<file path="config.mk">
export PLATFORM = sky130hd
export DESIGN_NAME = cpc_mem_arbiter
export DESIGN_NICKNAME = d
export VERILOG_FILES = /design/src/rtl/cpc_mem_arbiter.sv
export SDC_FILE = /design/constraint.sdc
export NUM_CORES = 1
export LEC_CHECK = 0
export ABC_AREA = 1
export BUFFER_PORTS_ARGS = -buffer_cell sky130_fd_sc_hd__buf_4
export CAP_MARGIN = 20
export CORE_AREA = 2 2 86 88
export CTS_BUF_LIST = sky130_fd_sc_hd__clkbuf_4 sky130_fd_sc_hd__clkbuf_8 sky130_fd_sc_hd__clkbuf_16
export DETAILED_ROUTE_END_ITERATION = 7
export DIE_AREA = 0 0 88 90
export PLACE_DENSITY = 0.87
export RECOVER_POWER = 50
export SETUP_SLACK_MARGIN = 0.05
export SKIP_CTS_REPAIR_TIMING = 1
export SYNTH_ARGS = -nofsm -noshare
export SYNTH_HDL_FRONTEND = slang
export SYNTH_SLANG_ARGS = --single-unit
</file>
<file path="constraint.sdc">
create_clock -name clk -period 3.05 [get_ports clk]
set_input_delay 0.305 -clock clk [delete_from_list [all_inputs] [get_ports clk]]
set_output_delay 0.305 -clock clk [all_outputs]
set_load 0.01 [all_outputs]
</file>
<file path="src/rtl/cpc_mem_arbiter.sv">
// Shares one 16-bit-read RAM port between Gate Array video fetch, Z80 memory cycles and the ROM/disk loader.
// Video has strict priority; the CPU access is edge-captured into a single pending slot.
module cpc_mem_arbiter #(
  parameter int unsigned RD_LAT   = 3,
  parameter int unsigned RECOV    = 1,
  parameter logic [7:0]  VID_BASE = 8'h00
) (
  input  logic        clk,
  input  logic        reset,
  input  logic        vid_req,
  input  logic [14:0] vid_addr,
  output logic        vid_ack,
  output logic [15:0] vid_data,
  input  logic        cpu_rd,
  input  logic        cpu_wr,
  input  logic [22:0] cpu_addr,
  input  logic [7:0]  cpu_din,
  output logic [7:0]  cpu_dout,
  output logic        cpu_busy,
  input  logic        ld_wr,
  input  logic [22:0] ld_addr,
  input  logic [7:0]  ld_din,
  output logic        ld_ack,
  output logic        ram_cs,
  output logic        ram_we,
  output logic [22:0] ram_addr,
  output logic [7:0]  ram_din,
  input  logic [15:0] ram_dout
);

  typedef enum logic [1:0] {S_IDLE, S_ACCESS, S_RECOVER} state_t;
  typedef enum logic [1:0] {SRC_VID, SRC_LD, SRC_CPU} src_t;

  localparam logic [2:0] LAT_LAST   = 3'(RD_LAT - 1);
  localparam logic [2:0] RECOV_LAST = 3'(RECOV - 1);

  state_t      state_q, state_d;
  src_t        src_q, src_d;
  logic [2:0]  cnt_q, cnt_d;
  logic        cur_we_q, cur_we_d;
  logic        cpu_prev_q, cpu_prev_d;
  logic        cpu_busy_q, cpu_busy_d;
  logic        cpu_we_q, cpu_we_d;
  logic [22:0] cpu_addr_q, cpu_addr_d;
  logic [7:0]  cpu_din_q, cpu_din_d;
  logic [7:0]  cpu_dout_q, cpu_dout_d;
  logic        vid_ack_q, vid_ack_d;
  logic [15:0] vid_data_q, vid_data_d;
  logic        ld_ack_q, ld_ack_d;

  logic cpu_req, vid_go, ld_go, done;

  // A request is not re-granted in the cycle its own ack is showing.
  assign cpu_req = cpu_rd | cpu_wr;
  assign vid_go  = vid_req & ~vid_ack_q;
  assign ld_go   = ld_wr & ~ld_ack_q;
  assign done    = cur_we_q ? (cnt_q == 3'd0) : (cnt_q == LAT_LAST);

  always_comb begin
    state_d    = state_q;
    src_d      = src_q;
    cnt_d      = cnt_q;
    cur_we_d   = cur_we_q;
    cpu_prev_d = cpu_req;
    cpu_busy_d = cpu_busy_q;
    cpu_we_d   = cpu_we_q;
    cpu_addr_d = cpu_addr_q;
    cpu_din_d  = cpu_din_q;
    cpu_dout_d = cpu_dout_q;
    vid_ack_d  = 1'b0;
    vid_data_d = vid_data_q;
    ld_ack_d   = 1'b0;
    ram_cs     = 1'b0;
    ram_we     = 1'b0;
    ram_addr   = '0;
    ram_din    = '0;

    if (cpu_req && !cpu_prev_q && !cpu_busy_q) begin
      cpu_busy_d = 1'b1;
      cpu_we_d   = cpu_wr;
      cpu_addr_d = cpu_addr;
      cpu_din_d  = cpu_din;
    end

    case (state_q)
      S_IDLE: begin
        if (vid_go) begin
          ram_cs   = 1'b1;
          ram_addr = {VID_BASE, vid_addr};
          src_d    = SRC_VID;
          cur_we_d = 1'b0;
        end else if (ld_go) begin
          ram_cs   = 1'b1;
          ram_we   = 1'b1;
          ram_addr = ld_addr;
          ram_din  = ld_din;
          src_d    = SRC_LD;
          cur_we_d = 1'b1;
        end else if (cpu_busy_q) begin
          ram_cs   = 1'b1;
          ram_we   = cpu_we_q;
          ram_addr = cpu_addr_q;
          ram_din  = cpu_din_q;
          src_d    = SRC_CPU;
          cur_we_d = cpu_we_q;
        end
        if (ram_cs) begin
          state_d = S_ACCESS;
          cnt_d   = 3'd0;
        end
      end
      S_ACCESS: begin
        cnt_d = cnt_q + 3'd1;
        if (done) begin
          case (src_q)
            SRC_VID: begin
              vid_ack_d  = 1'b1;
              vid_data_d = ram_dout;
            end
            SRC_LD:  ld_ack_d = 1'b1;
            default: begin
              cpu_busy_d = 1'b0;
              if (!cur_we_q) cpu_dout_d = cpu_addr_q[0] ? ram_dout[15:8] : ram_dout[7:0];
            end
          endcase
          cnt_d   = 3'd0;
          state_d = (RECOV == 0) ? S_IDLE : S_RECOVER;
        end
      end
      S_RECOVER: begin
        cnt_d = cnt_q + 3'd1;
        if (cnt_q == RECOV_LAST) state_d = S_IDLE;
      end
      default: state_d = S_IDLE;
    endcase
  end

  always_ff @(posedge clk) begin
    if (reset) begin
      state_q    <= S_IDLE;
      src_q      <= SRC_VID;
      cnt_q      <= '0;
      cur_we_q   <= 1'b0;
      cpu_prev_q <= 1'b0;
      cpu_busy_q <= 1'b0;
      cpu_we_q   <= 1'b0;
      cpu_addr_q <= '0;
      cpu_din_q  <= '0;
      cpu_dout_q <= 8'hFF;
      vid_ack_q  <= 1'b0;
      vid_data_q <= '0;
      ld_ack_q   <= 1'b0;
    end else begin
      state_q    <= state_d;
      src_q      <= src_d;
      cnt_q      <= cnt_d;
      cur_we_q   <= cur_we_d;
      cpu_prev_q <= cpu_prev_d;
      cpu_busy_q <= cpu_busy_d;
      cpu_we_q   <= cpu_we_d;
      cpu_addr_q <= cpu_addr_d;
      cpu_din_q  <= cpu_din_d;
      cpu_dout_q <= cpu_dout_d;
      vid_ack_q  <= vid_ack_d;
      vid_data_q <= vid_data_d;
      ld_ack_q   <= ld_ack_d;
    end
  end

  assign vid_ack  = vid_ack_q;
  assign vid_data = vid_data_q;
  assign ld_ack   = ld_ack_q;
  assign cpu_busy = cpu_busy_q;
  assign cpu_dout = cpu_dout_q;

endmodule

</file>
# Word level (Yosys, flattened, before mapping)
# Index checks and enable logic that the tools add are counted.
[totals]
regBits = 68
input_bits = 99
out_inout_bits = 60
word_cells = 84
[op_classes]
add_sub_neg = 1
n_eq_ne = 7
muxes = 38
bitwise = 9
n_reduce_logical = 16
[ops]
columns = ["op", "count"]
rows = [
  ["2-to-1 mux 23 bit", 4],
  ["2-to-1 mux 8 bit", 5],
  ["2-to-1 mux 1 bit", 19],
  ["2-to-1 mux 2 bit", 6],
  ["case mux 3 bit (3 select lines)", 1],
  ["2-to-1 mux 3 bit", 2],
  ["NOT 1 bit", 6],
  ["case mux 2 bit (3 select lines)", 1],
  ["AND reduction 3 bit", 2],
  ["nonzero test 3 bit", 2],
  ["equality test 2 x 1 -> 1 bit, second input constant", 2],
  ["zero test 2 bit", 2],
  ["!= test 2 bit, second input constant", 2],
  ["AND reduction 2 bit", 2],
  ["AND reduction 4 bit", 1],
  ["adder 3 x 1 -> 3 bit, second input constant", 1],
  ["equality test 3 x 2 -> 1 bit, second input constant", 1],
  ["zero test 3 bit", 1],
  ["OR reduction 3 bit", 1],
  ["bitwise AND 1 bit", 2],
  ["equality test 2 bit, second input constant", 1],
  ["logical AND 1 bit", 2],
  ["zero test 1 bit", 2],
  ["!= test 2 x 1 -> 1 bit, second input constant", 1],
  ["other kinds (2)", 2],
]

# Logic depth before layout (Yosys ltp)
[depth]
depth_word = 7
ltp_mapped = 11
ltp_nobuf = 11

# Worst setup path after synthesis
# No wires, ideal clock.
[synth_timing]
kind = "reg-to-output"
startpoint = "register state_q[0]"
endpoint = "output port ram_addr[0]"
arrival_time_ns = 1.298
required_time_ns = 2.745
slack_ns = 1.447
path_stages_with_launch = 7
path_buffers = 2
path_cell_list = "dfxtp_1 inv_1 ha_1 clkbuf_1 buf_1 nand2_1 inv_1"
[synth_via]
elab_chain_len = 2
[synth_lines]
columns = ["item", "line", "source"]
rows = [
  ["start: declaration", "37", "state_t state_q, state_d;"],
  ["start signal: assignment", "154", "state_q <= state_d;"],
  ["zero test 2 bit", "85", "case (state_q)"],
  ["2-to-1 mux 23 bit", "85", ""],
  ["end: declaration", "26", "output logic [22:0] ram_addr,"],
]
# Every way passes these cells.

# Final worst setup path
[layout_timing]
startpoint = "register cnt_q[0]"
endpoint = "register vid_data_q[2] (netlist: vid_data[2])"
[layout_via]
elab_chain_len = 3
word_cells_on_any_way = 4
cone_classes = "eq/ne (1); mux (1); reduce/logical (2)"
[layout_lines]
columns = ["item", "line", "source"]
rows = [
  ["start: declaration", "39", "logic [2:0] cnt_q, cnt_d;"],
  ["start signal: assignment", "156", "cnt_q <= cnt_d;"],
  ["equality test 3 x 2 -> 1 bit or zero test 3 bit (tied branches)", "57", "assign done = cur_we_q ? (cnt_q == 3'd0) : (cnt_q == LAT_LAST);"],
  ["2-to-1 mux 1 bit *", "57", ""],
  ["AND reduction 3 bit (no line) *", "n/a", ""],
  ["end signal: assignment", "165", "vid_data_q <= vid_data_d;"],
  ["end: declaration", "48", "logic [15:0] vid_data_q, vid_data_d;"],
]
# Mark *: on every way between the ends. The rest lies on a longest branch, timed or not.
# A chain may end at the register's enable or synchronous reset.

==> summary by stage <==
Timing
Setup violations remaining at the end of the flow were counted as 0. The total count of max-transition violations in the final report came to 0. The maximum frequency from static timing analysis is between 300 and 400 MHz. The relative slew slack is less than 1%. The clock period minus worst slack is 2.633 ns. Setup repair after global routing left no endpoint under its margin. The count of final hold-check violations is 0. In the finished design, the share of the clock period the worst path needs comes to roughly 86%. The worst clock skew on the final layout is 0.009721 ns. The final total negative setup slack is 0 ns. The slew at the pin with the worst max-slew slack is between 1 and 1.5 ns.

Clocking
The library cell used as clock root buffer is sky130_fd_sc_hd__clkbuf_8. TritonCTS built the clock tree. Clock tree synthesis found a total of 68 sinks. The H-tree depth reported by CTS is 3. The maximum buffer depth of the clock tree is 2. Clock-pin slew was measured on the worst setup and hold paths at approximately 0.080 ns. In this run, CTS created clock tree buffers numbering 9. Clock latency on the worst-skew pair, taken at its later pin, is 0.35 ns.

Route
Summing over every cut layer, the via total after detailed routing is ~3.9k. After the first detailed-routing iteration, the DRC count stood at 242. After detailed routing, the total wire length is roughly 10 mm. The first detailed-routing pass took 5 iterations. In the final routed layout, each cell accounts on average for approximately 14 microns. The count of nets left with antenna violations once routing finished came out at 0. Using the TritonRoute via totals, the vias-per-cell ratio works out to 5.097. The number of remaining DRC errors is 0.

Synthesis
Averaged over all synthesized cells, the footprint is roughly 6.7 sq um. The distinct cell type count after synthesis is 22. The mapped cell area is 3410 sq um. The area share of the largest cell type after synthesis is 39.93%. The cell count after synthesis is 510. By area the synthesized netlist is led by sky130_fd_sc_hd__dfxtp_1 (40%), sky130_fd_sc_hd__nand2_1 (12%), sky130_fd_sc_hd__nand3_1 (10%).

The synthesized design contains 68 register bits. Yosys printed 0 warnings. The biggest area contributor in the post-synthesis netlist is sky130_fd_sc_hd__dfxtp_1. The number of nets handed over by synthesis was ~620. The share of synthesized area occupied by flip-flops and latches is 39.93%.

Floorplan
Pin placement for this block handled approximately 160 I/O pins. The area of the die is between 7000 and 8000 sq um. Measured along the x axis, the die boundary spans 88 microns. The initial cell density of the core is between 40% and 50%. The die is 90 microns tall. The core region is around 7000 sq um.

The row count is 31.

Global routing
The initial antenna violation count was 0. The met1 capacity usage during global routing is 30.44%. Entering global routing, the biggest net connects 39 pins. Global routing consumed, on the met2 layer, 43.75% of the routing resources. The via count of the first global-routing pass came to between 3k and 4k. The global-route wire length before repair is about 17 mm. After global routing the overflow that remains totals 0. The total track usage is between 20% and 30%. For met3 alone, demand over resource in global routing was under 10%. The busiest metal layer after global routing is met2.

Layout
The proportion of layout cells with a drive suffix above 1 is 24.39%. The number of antenna diodes in the final layout is 0. The layout overhead on the synthesized area is 37.28%. The layout net count is about 760. The count of non-filler cells in the finished layout is around 760.

Power
In this run the static leakage power is roughly 0.0023 uW. For this design the ratio of total power to cell area is around 590 nW/um^2. IR analysis of the VDD net gives a maximum drop of 313.8 uV.

Critical path
The worst setup path is launched from a register. The kind of end point of the critical path is a register. The kind of cell with the highest combined delay on the critical path is compound AO/OA/AOI/OAI gates.

The delay of the slowest cell on the worst path is ~1.2 ns. The data arrival time at the worst-slack endpoint is 2.82 ns. The number of buffers and inverters on the critical path is 1. The most used cell along the critical path is sky130_fd_sc_hd__a21oi_1.

The cell at the slowest stage of the critical path is sky130_fd_sc_hd__a21oi_1. The signal on the critical path passes through inv_1 -> ha_1 -> nand3_2 -> a21oi_1 -> nand2_4 -> nand2_1 -> a21oi_1. The critical path data required time is approximately 3.2 ns. Along the worst path, the maximum fanout reaches 18.

The critical path is of the register to register type.

Place
Buffers placed on the I/O ports in this run total ~160. Once placement completed, the tool counted placed cells totaling between 700 and 800. The detailed placement HPWL is around 8 mm. The congestion estimate from routability-driven global placement came to approximately 0.86.

Run status
The final reports fail on capacitance limit. The flow ran to the end, but the final reports show violations.

Flow run
The tool flagged a number of max-cap violations equal to 1.

Worst hold path
The type of the most critical hold path is primary input to register.
[layer usage]
metal,up-vias,part of all wire (%)
li1,1928,-
met1,1727,39
met2,172,48
met3,42,7.9
met4,0,4.7
met5,-,0
[state kept, by name (all words and copies together) (netlist names), 2 cells and up]
| register | count |
|---|---|
| cpu_addr_q | 23 |
| vid_data | 16 |
| cpu_din_q | 8 |
| cpu_dout | 8 |
| cnt_q | 3 |
| src_q | 2 |
| state_q | 2 |
[final timing paths]
path,from,end,slack [ns],cells after the start
worst min register to register,cpu_din_q[0],cpu_din_q[0],0.45,2
worst min-delay path,cpu_addr[17],cpu_addr_q[17],0.17,3
worst max-delay path,cnt_q[0],vid_data[2],0.42,7
worst max register to register,cnt_q[0],vid_data[2],0.42,7
[placed cells by master, fill, tap and decap left out]
cell type	n
sky130_fd_sc_hd__buf_4	135
sky130_fd_sc_hd__nand2_1	111
sky130_fd_sc_hd__nand3_1	68
sky130_fd_sc_hd__dfxtp_1	68
sky130_fd_sc_hd__inv_1	63
sky130_fd_sc_hd__o21ai_0	56
sky130_fd_sc_hd__nor2_1	52
sky130_fd_sc_hd__a21oi_1	35
sky130_fd_sc_hd__clkbuf_1	29
sky130_fd_sc_hd__clkbuf_8	9
sky130_fd_sc_hd__o211ai_1	8
sky130_fd_sc_hd__ha_1	7
sky130_fd_sc_hd__inv_2	4
sky130_fd_sc_hd__nand3_2	3
sky130_fd_sc_hd__nor2_2	2
sky130_fd_sc_hd__nand4_1	2
sky130_fd_sc_hd__clkinvlp_4	2
sky130_fd_sc_hd__clkinv_4	2
sky130_fd_sc_hd__nand2_4	1
sky130_fd_sc_hd__clkinv_2	1
sky130_fd_sc_hd__inv_6	1
sky130_fd_sc_hd__bufinv_16	1
[metrics by stage]
stage	cell area, sq um	hold slack (ns)	setup slack [ns]	util [%]	power (uW)
finish	4681	0.1744	0.4166	66.67	2755
detailed placement	4612	0.4435	0.9804	65.69	2039
floorplan	3410	0.3741	1.447	-	1641
CTS	4812	0.1652	0.6428	68.54	2793
global route	4681	0.1600	0.2308	66.67	2940
global placement	4612	0.4340	1.066	65.69	2004
[cell usage after synthesis]
| master | n |
|---|---|
| sky130_fd_sc_hd__nor2_2 | 2 |
| sky130_fd_sc_hd__clkbuf_1 | 11 |
| sky130_fd_sc_hd__a21oi_1 | 32 |
| sky130_fd_sc_hd__buf_2 | 13 |
| sky130_fd_sc_hd__nand3_2 | 3 |
| sky130_fd_sc_hd__ha_1 | 7 |
| sky130_fd_sc_hd__nand2_1 | 111 |
| sky130_fd_sc_hd__a21oi_4 | 1 |
| sky130_fd_sc_hd__a21oi_2 | 2 |
| sky130_fd_sc_hd__nand2_4 | 1 |
| sky130_fd_sc_hd__inv_2 | 4 |
| sky130_fd_sc_hd__buf_6 | 3 |
| sky130_fd_sc_hd__o21ai_2 | 1 |
| sky130_fd_sc_hd__nand4_1 | 2 |
| sky130_fd_sc_hd__nand3_1 | 68 |
| sky130_fd_sc_hd__nor2_1 | 52 |
| sky130_fd_sc_hd__clkbuf_2 | 1 |
| sky130_fd_sc_hd__dfxtp_1 | 68 |
| sky130_fd_sc_hd__buf_1 | 2 |
| sky130_fd_sc_hd__o21ai_0 | 55 |
| sky130_fd_sc_hd__o211ai_1 | 8 |
| sky130_fd_sc_hd__inv_1 | 63 |
[layout make-up]
class	instances	area, sq um
fill	636	2340
multi-input combinational	345	1622
sequential	68	1361
timing repair buffer	164	1122
inverter	67	251.5
clock buffer	9	123.9
tap	99	123.9
clock inverter	7	76.32
[power by group]
group          leakage, uW  total (uW)  internal, uW  switching (uW)
registers         0.000557        1030           969            61.8
clock network    0.0000958         753           381             372
logic              0.00167         971           390             581
[worst reg2reg max path: cells and delay by family, from the launching register on]
family / cells / cell delay [ns]
buffers and inverters: 1 / 0.11
DFF: 1 / 0.34
AOI/OAI and AO/OA: 2 / 1.23
and+or+nand+nor: 3 / 0.60
adders and majority gates: 1 / 0.19
[kinds of logic (layout without fill, tap and decap cells)]
logic type      count (synthesis)  count (layout)  share of synthesized area, %
simple gates                  239             239                         29.87
buf+inv                        97             247                         11.85
fa+ha+maj                       7               7                         2.569
compound gates                 99              99                         15.78
flops                          68              68                         39.93
Power figures use the tool's default switching activity.
